**src/rtl/adat_deframer.sv**
```systemverilog
// adat_deframer: ADAT NRZI receiver; recovers eight 24-bit channels plus user bits and publishes them once per frame.
// Define ADAT_DEFRAMER_ERRCNT_EN to build the saturating violation counter behind err_count.
module adat_deframer #(
   parameter int OVERSAMPLE = 4,
   parameter int SYNC_ZEROS = 10
) (
   input  logic        mclk,
   input  logic        rst,
   input  logic        adat,
   output logic [23:0] chan1,
   output logic [23:0] chan2,
   output logic [23:0] chan3,
   output logic [23:0] chan4,
   output logic [23:0] chan5,
   output logic [23:0] chan6,
   output logic [23:0] chan7,
   output logic [23:0] chan8,
   output logic [3:0]  user,
   output logic        frame_valid,
   output logic        locked,
   output logic        err,
   output logic [15:0] err_count
);
   localparam int PW = $clog2(OVERSAMPLE);
   typedef enum logic {HUNT, LOCKED} state_t;
   state_t state;
   logic s1, sync_q, hist_q, edge_seen;
   logic [PW-1:0] ph;
   logic [3:0] zcnt;
   logic [7:0] p;
   logic [191:0] shd;
   logic [3:0] ush;
   logic edge_det, strb, sep, zero_pos, bad;
   logic [7:0] np;
   assign edge_det = sync_q ^ hist_q;
   assign strb = !edge_det && ph == PW'(OVERSAMPLE / 2);
   assign np = p + 8'd1;
   assign sep = (np <= 8'hF0 && np % 8'd5 == 8'd0) || np == 8'hFB;
   assign zero_pos = np >= 8'hF1 && np <= 8'hFA;
   assign bad = sep ? !edge_seen : zero_pos && edge_seen;
   // Data bits arrive chan1[0] first, so a right shift leaves chan1 in the low 24 bits at frame end.
   always_ff @(posedge mclk or posedge rst) begin
      if (rst) begin
         s1 <= 1'b0;
         sync_q <= 1'b0;
         hist_q <= 1'b0;
         edge_seen <= 1'b0;
         ph <= '0;
         state <= HUNT;
         zcnt <= '0;
         p <= '0;
         shd <= '0;
         ush <= '0;
         chan1 <= '0;
         chan2 <= '0;
         chan3 <= '0;
         chan4 <= '0;
         chan5 <= '0;
         chan6 <= '0;
         chan7 <= '0;
         chan8 <= '0;
         user <= '0;
         frame_valid <= 1'b0;
         locked <= 1'b0;
         err <= 1'b0;
      end else begin
         s1 <= adat;
         sync_q <= s1;
         hist_q <= sync_q;
         err <= 1'b0;
         frame_valid <= 1'b0;
         if (edge_det) begin
            ph <= PW'(1);
            edge_seen <= 1'b1;
         end else begin
            ph <= ph == PW'(OVERSAMPLE - 1) ? '0 : ph + PW'(1);
            if (strb) edge_seen <= 1'b0;
         end
         if (strb) begin
            if (state == HUNT) begin
               zcnt <= edge_seen ? 4'd0 : zcnt == 4'hF ? zcnt : zcnt + 4'd1;
               if (edge_seen && zcnt >= 4'(SYNC_ZEROS)) begin
                  state <= LOCKED;
                  p <= 8'hFB;
                  locked <= 1'b1;
               end
            end else if (bad) begin
               state <= HUNT;
               zcnt <= '0;
               locked <= 1'b0;
               err <= 1'b1;
            end else begin
               p <= np;
               if (np >= 8'hFC) ush <= {edge_seen, ush[3:1]};
               else if (!sep && !zero_pos) shd <= {edge_seen, shd[191:1]};
               if (np == 8'hF0) begin
                  chan1 <= shd[23:0];
                  chan2 <= shd[47:24];
                  chan3 <= shd[71:48];
                  chan4 <= shd[95:72];
                  chan5 <= shd[119:96];
                  chan6 <= shd[143:120];
                  chan7 <= shd[167:144];
                  chan8 <= shd[191:168];
                  user <= ush;
                  frame_valid <= 1'b1;
               end
            end
         end
      end
   end
`ifdef ADAT_DEFRAMER_ERRCNT_EN
   always_ff @(posedge mclk or posedge rst) begin
      if (rst) err_count <= '0;
      else if (err && err_count != 16'hFFFF) err_count <= err_count + 16'd1;
   end
`else
   assign err_count = 16'd0;
`endif
endmodule

```
**config.mk**
```make
export PLATFORM = sky130hd
export DESIGN_NAME = adat_deframer
export DESIGN_NICKNAME = d
export VERILOG_FILES = /design/src/rtl/adat_deframer.sv
export SDC_FILE = /design/constraint.sdc
export NUM_CORES = 1
export LEC_CHECK = 0
export CAP_MARGIN = 25
export CORE_AREA = 3 3 189 191
export CTS_CLUSTER_SIZE = 24
export DETAILED_ROUTE_END_ITERATION = 8
export DIE_AREA = 0 0 192 194
export DONT_BUFFER_PORTS = 1
export HOLD_SLACK_MARGIN = 0.1
export SYNTH_ARGS = -nofsm -noshare
export SYNTH_HDL_FRONTEND = slang
export SYNTH_SLANG_ARGS = --single-unit
```
**constraint.sdc**
```tcl
create_clock -name mclk -period 23.6 [get_ports mclk]
set_clock_uncertainty 0.2 [all_clocks]
set_input_delay 4.72 -clock mclk [delete_from_list [all_inputs] [get_ports mclk]]
set_output_delay 4.72 -clock mclk [all_outputs]
set_load 0.02 [all_outputs]
```
; ---- After elaboration in Yosys (flattened, before gate mapping)
; Cells that the tools add are included.
[word_totals]
word_cells = 87
out_inout_bits = 215
input_bits = 3
ff_bits = 414
[classes]
add_sub_neg = 3
div = 1
order_cmp = 5
bitwise = 3
n_eq_ne = 8
n_mux = 25
n_reduce_logical = 20
[op_table]
columns = cell, count
row1 = 2-to-1 mux 8 bit, 3
row2 = equality test 8 bit (second input constant), 2
row3 = >= comparator 8 bit (second input constant), 2
row4 = less-or-equal comparator 8 bit (second input constant), 2
row5 = 2-to-1 mux 1 bit, 16
row6 = 2-to-1 mux 4 bit, 4
row7 = AND reduction 3 bit, 3
row8 = adder 8 x 1 -> 8 bit (second input constant), 1
row9 = zero test 8 bit, 1
row10 = remainder unit 8 x 3 -> 8 bit (second input constant), 1
row11 = AND reduction 4 bit, 2
row12 = logical AND 1 bit, 6
row13 = AND reduction 5 bit, 1
row14 = adder 4 x 1 -> 4 bit (second input constant), 1
row15 = equality test 2 bit (second input constant), 2
row16 = equality test 4 bit (second input constant), 1
row17 = >= comparator 4 bit (second input constant), 1
row18 = zero test 1 bit, 4
row19 = 2-to-1 mux 2 bit, 2
row20 = nonzero test 2 bit, 2
row21 = != test 3 bit (second input constant), 1
row22 = adder 2 x 1 -> 2 bit (second input constant), 1
row23 = != test 2 x 1 -> 1 bit (second input constant), 1
row24 = != test 2 bit (second input constant), 1
row25 = other kinds (3), 4

; ---- Logic depth before layout (Yosys ltp)
[depth]
word_depth = 9
mapped_depth = 27
depth_no_buf = 22

; ---- Worst setup path before layout
; Ideal clock, no wire load.
[synth_path]
path_type = register to register
from = register p[1]
to = register chan1[23]
t_arrival_ns = 5.197
synth_period_minus_slack_ns = 5.525
slack_ns = 18.075
required_ns = 23.272
setup_ns = 0.128
stages_incl_launch_ff = 27
n_path_buf = 5
path_cell_list = dfrtp_1 > ha_1 > buf_2 > and4_1 > buf_2 > nand2_1 > xnor2_2 > inv_1 > ha_1 > nand3b_1 > a21oi_1 > or3_1 > clkbuf_1 > o31a_1 > o211a_1 > o221ai_1 > nand2_1 > ha_1 > o21ai_1 > nand3_2 > or2_1 > a31oi_1 > nor3_2 > nor4_4 > buf_4 > buf_4 > mux2_1
[synth_between]
elab_chain_len = 8
[synth_lines]
columns = element, line_no
row1 = "start, declared", 30  ; logic [7:0] p;
row2 = "start signal, assigned", 93  ; p <= np;
row3 = adder 8 x 1 -> 8 bit *, 37  ; assign np = p + 8'd1;
row4 = remainder unit 8 x 3 -> 8 bit, 38  ; assign sep = (np <= 8'hF0 && np % 8'd5 == 8'd0) || np == 8'hFB;
row5 = zero test 8 bit, 38
row6 = logical AND 1 bit, 38
row7 = logical OR 1 bit, 38
row8 = 2-to-1 mux 1 bit, 40  ; assign bad = sep ? !edge_seen : zero_pos && edge_seen;
row9 = NOT 1 bit (no source line), -
row10 = AND reduction 4 bit (no source line) *, -
row11 = "end signal, assigned", 97  ; chan1 <= shd[23:0];
row12 = "end, declared", 10  ; output logic [23:0] chan1,
; Every way passes the cells marked *; elsewhere a longest branch is shown, timed or not.
; A chain may end at the register's enable or synchronous reset.

; ---- Worst setup path after layout
[layout_path]
from = register p[0]
to = register chan3[8]
[layout_between]
elab_chain_len = 8
[layout_lines]
columns = element, line_no
row1 = adder 8 x 1 -> 8 bit *, 37
row2 = remainder unit 8 x 3 -> 8 bit, 38
row3 = zero test 8 bit, 38
row4 = logical AND 1 bit, 38
row5 = logical OR 1 bit, 38
row6 = 2-to-1 mux 1 bit, 40
row7 = NOT 1 bit (no source line), -
row8 = AND reduction 4 bit (no source line) *, -
row9 = "end signal, assigned", 99  ; chan3 <= shd[71:48];
row10 = "end, declared", 12  ; output logic [23:0] chan3,
; Marked as above.

==> results by group <==
Setup path
  • Worst EP required: between 20000 and 25000 ps
  • Crit Reg-Reg Endpoint: chan3[8]
  • Worst r2r src: p[0]
  • Crit path launch type: flop
  • Cells on worst reg2reg path: 23
  • Delay of the slowest critical-path stage: between 700 and 800 ps
  • R2R Setup Slk: 15840 ps
  • Crit Path Class: flop to flop
  • CP max FO: 136
  • Crit-path slowest cell: buf_4
  • Crit path capture type: flop
  • Crit path buffers/inverters: 3
  • CP cell instances: ha_1 > and4_1 > nand2_1 > xnor2_2 > ha_1 > nor4b_1 > or2_1 > o21ai_1 > o32ai_1 > buf_2 > nor2_1 > o221ai_1 > nand2_1 > ha_1 > o21ai_1 > nand3_2 > or2_1 > a31oi_1 > nor3_2 > nor4_4 > buf_12 > buf_4 > mux2_2
  • Largest delay share family, worst path: simple AND/OR/NAND/NOR gates
  • Most numerous cell on the critical path: ha_1
  • Worst path arrival time: 7980 ps

Synth
  • Netlist cell types: slightly above 70
  • Synth Register Bits: between 400 and 500
  • Prevailing post-synth register cell: dfrtp_1
  • Mapped Area: approximately 17000 sq um
  • Synth async-reset ratio: 100.0%
  • Synthesis Warnings: 0
  • Number of flops mapped to enable cells by yosys: 0
  • Mapped Cells: 1142
  • Average cell area after synthesis: roughly 15 sq um
  • Seq/Total Area, Yosys: around 60%

Power and ir drop
  • Peak VDD IR: a little under 70 uV
  • Power Total: ~1.4 mW
  • Pwr Density: around 75 nW/um^2
  • Leak: 9.556 nW

Routing
  • TritonRoute pass-1 iters: 5
  • Vias after detailed routing: ~9000
  • Avg WL per Cell: roughly 19 um
  • Initial drt markers: approximately 500
  • Total wire length: about 32 mm
  • ANT nets after route: 0
  • Detailed-route DRC error count: 0
  • Vias per Instance: roughly 5.5

Global routing
  • First-pass GRT wire length: ~52 mm
  • Grt ovf: 0
  • Total track usage: 17.05%
  • Initial antenna violation count: 0
  • Largest net degree at the start of global routing: between 150 and 200
  • Number of global-route vias before repair: between 9000 and 10000

STA
  • Slew @ Worst Pin: ~970 ps
  • Hold violation count in the final report: 0
  • Max_slew headroom: between 30% and 40%
  • Setup-failing EPs final: 0
  • Fmax: ~0.13 GHz
  • Slew Limit Fails: 0
  • Setup WS post-layout: roughly 16000 ps
  • Final period utilization: approximately a third
  • Setup TNS Final: 0 ps
  • RSZ-0062 raised after global routing: false
  • Hold Slack: 148.3 ps
  • Tmin final: a little under 8000 ps

Placed design
  • Pre-CTS setup slack: 15620 ps
  • Post-DP Area: approximately 17000 sq um
  • DP Wirelength: 20.00 mm
  • # port buffers: 0
  • GPL Wtd Cong: 0.8395

Layout
  • Multi-input gate area: 6188 sq um
  • Share of layout cells above drive strength 1: 30.42%
  • Reg area: 10360 sq um
  • Ant diodes: 0
  • Layout area overhead: 10.24%
  • Final #Nets: 1159
  • Fillers: ~2800
  • Final instance area: ~19000 sq um

Die
  • Core ar.: 34290 sq um
  • Cell Rows: about 70
  • Die Y: a little under 200 um
  • Top Ports: about 220
  • Starting density of the core: 49.45%
  • Die area: between 30000 and 40000 sq um
  • Die Wd: around 190 um

Clock tree
  • Clock Latency Late Sink: around 560 ps
  • CTS Sinks: about 410
  • CTS tree: done
  • Root Buffer: clkbuf_16
  • Post-CTS Resized: 0
  • CTS Hold Bufs: 0
  • H-tree depth: 2
  • Setup repair bufs after CTS: 0
  • Clk slew on worst S/H paths: around 60 ps
  • CTS Buffer Depth: 3
  • CTS Buf Count: 44

Job
  • Max-Cap Viols: 0

Hold path
  • WHS Path Cells: 0
  • Hold EP: sync_q
  • Worst Hold Class: flop to flop
  • HP Start: s1

Status
  • Outcome: finished clean
## worst max path at each step
stage                     from        end  slack, ps  depth (start not counted)
after global routing      p[0]   chan1[2]      15300                         23
final                     p[0]   chan3[8]      15840                         23
after floorplan            rst   chan1[0]       7160                          1
after detailed placement  p[0]  chan3[12]      15620                         22
after CTS                 p[0]   chan3[8]      15590                         22
after global placement    p[0]  chan3[10]      15960                         22
## area by class of cell
cell class	instances	area share, %
multi-input combinational	659	33.11
sequential	414	55.43
clock inverter	10	0.6091
inverter	13	0.3012
clock buffer	70	6.841
timing repair buffer	11	0.6694
tap	455	3.046
## state kept, by name, indices dropped and copies added, names as in the netlist, 8 cells and up
register	flops
chan1	24
chan8	24
chan5	24
p	8
chan4	24
chan3	24
chan7	24
chan2	24
shd	192
chan6	24
## cells in the final DEF (no fill, tap or decap), drive strengths merged, types with 3 or more instances in the layout
cell,synthesis,routed
or2,4,4
dfrtp,414,414
nor4b,3,3
xor2,4,4
nor2,27,27
clkinv,0,4
a211oi,6,6
inv,13,16
o21ai,23,23
or3,5,5
a2bb2oi,4,4
conb,1,16
nor4,9,9
nand2,27,27
a31o,3,3
ha,13,13
and3,7,7
nand3,15,15
a21oi,20,20
a31oi,11,11
nor3,9,9
nand4,4,4
mux2,391,391
o2111ai,3,3
clkbuf,10,70
nor2b,5,5
buf,61,11
a221oi,4,4
xnor2,8,8
## layer usage
metal | vias up | part of all wire [%] | global-route usage, %
met2 | 239 | 45 | 25.49
met1 | 4645 | 43 | 22.92
met3 | 44 | 9.7 | 6.925
li1 | 4092 | - | -
met5 | - | 0 | 0
met4 | 0 | 2.1 | 5.289
## metrics by stage
stage | util (%) | cells
final | 54.51 | 1632
after global routing | 54.51 | 1632
after CTS | 54.42 | 1630
after detailed placement | 50.36 | 1550
after global placement | 50.36 | 1550
after floorplan | - | 1157
## where the power goes
group / leakage [nW] / internal, mW / switching, mW / total [mW]
combinational: 3.11 / 0.00300 / 0.0188 / 0.0218
clock: 0.673 / 0.385 / 0.272 / 0.657
sequential: 5.77 / 0.712 / 0.00272 / 0.715
total: 9.56 / 1.10 / 0.294 / 1.39
## cell usage after synthesis (11+ instances only)
cell type	n	area share, %
nor2_1	27	0.60
mux2_1	129	8.6
dfrtp_1	414	61
nand2_1	27	0.60
mux2_2	262	17
o21ai_0	15	0.44
nand3_1	12	0.35
ha_1	13	0.96
buf_4	28	1.2
a21oi_1	19	0.56
a31oi_1	11	0.41
buf_2	30	0.89
## cell families after synthesis
group                      share of synthesized area, %
muxes                                             26.03
AOI/OAI and AO/OA                                 4.325
and+or+nand+nor                                   3.978
xor gates and xnor gates                         0.7527
DFF                                               61.10
adders and majority gates                        0.9594
other                                           0.02212
buffers and inverters                             2.834
(Power assumes the default switching activity.)
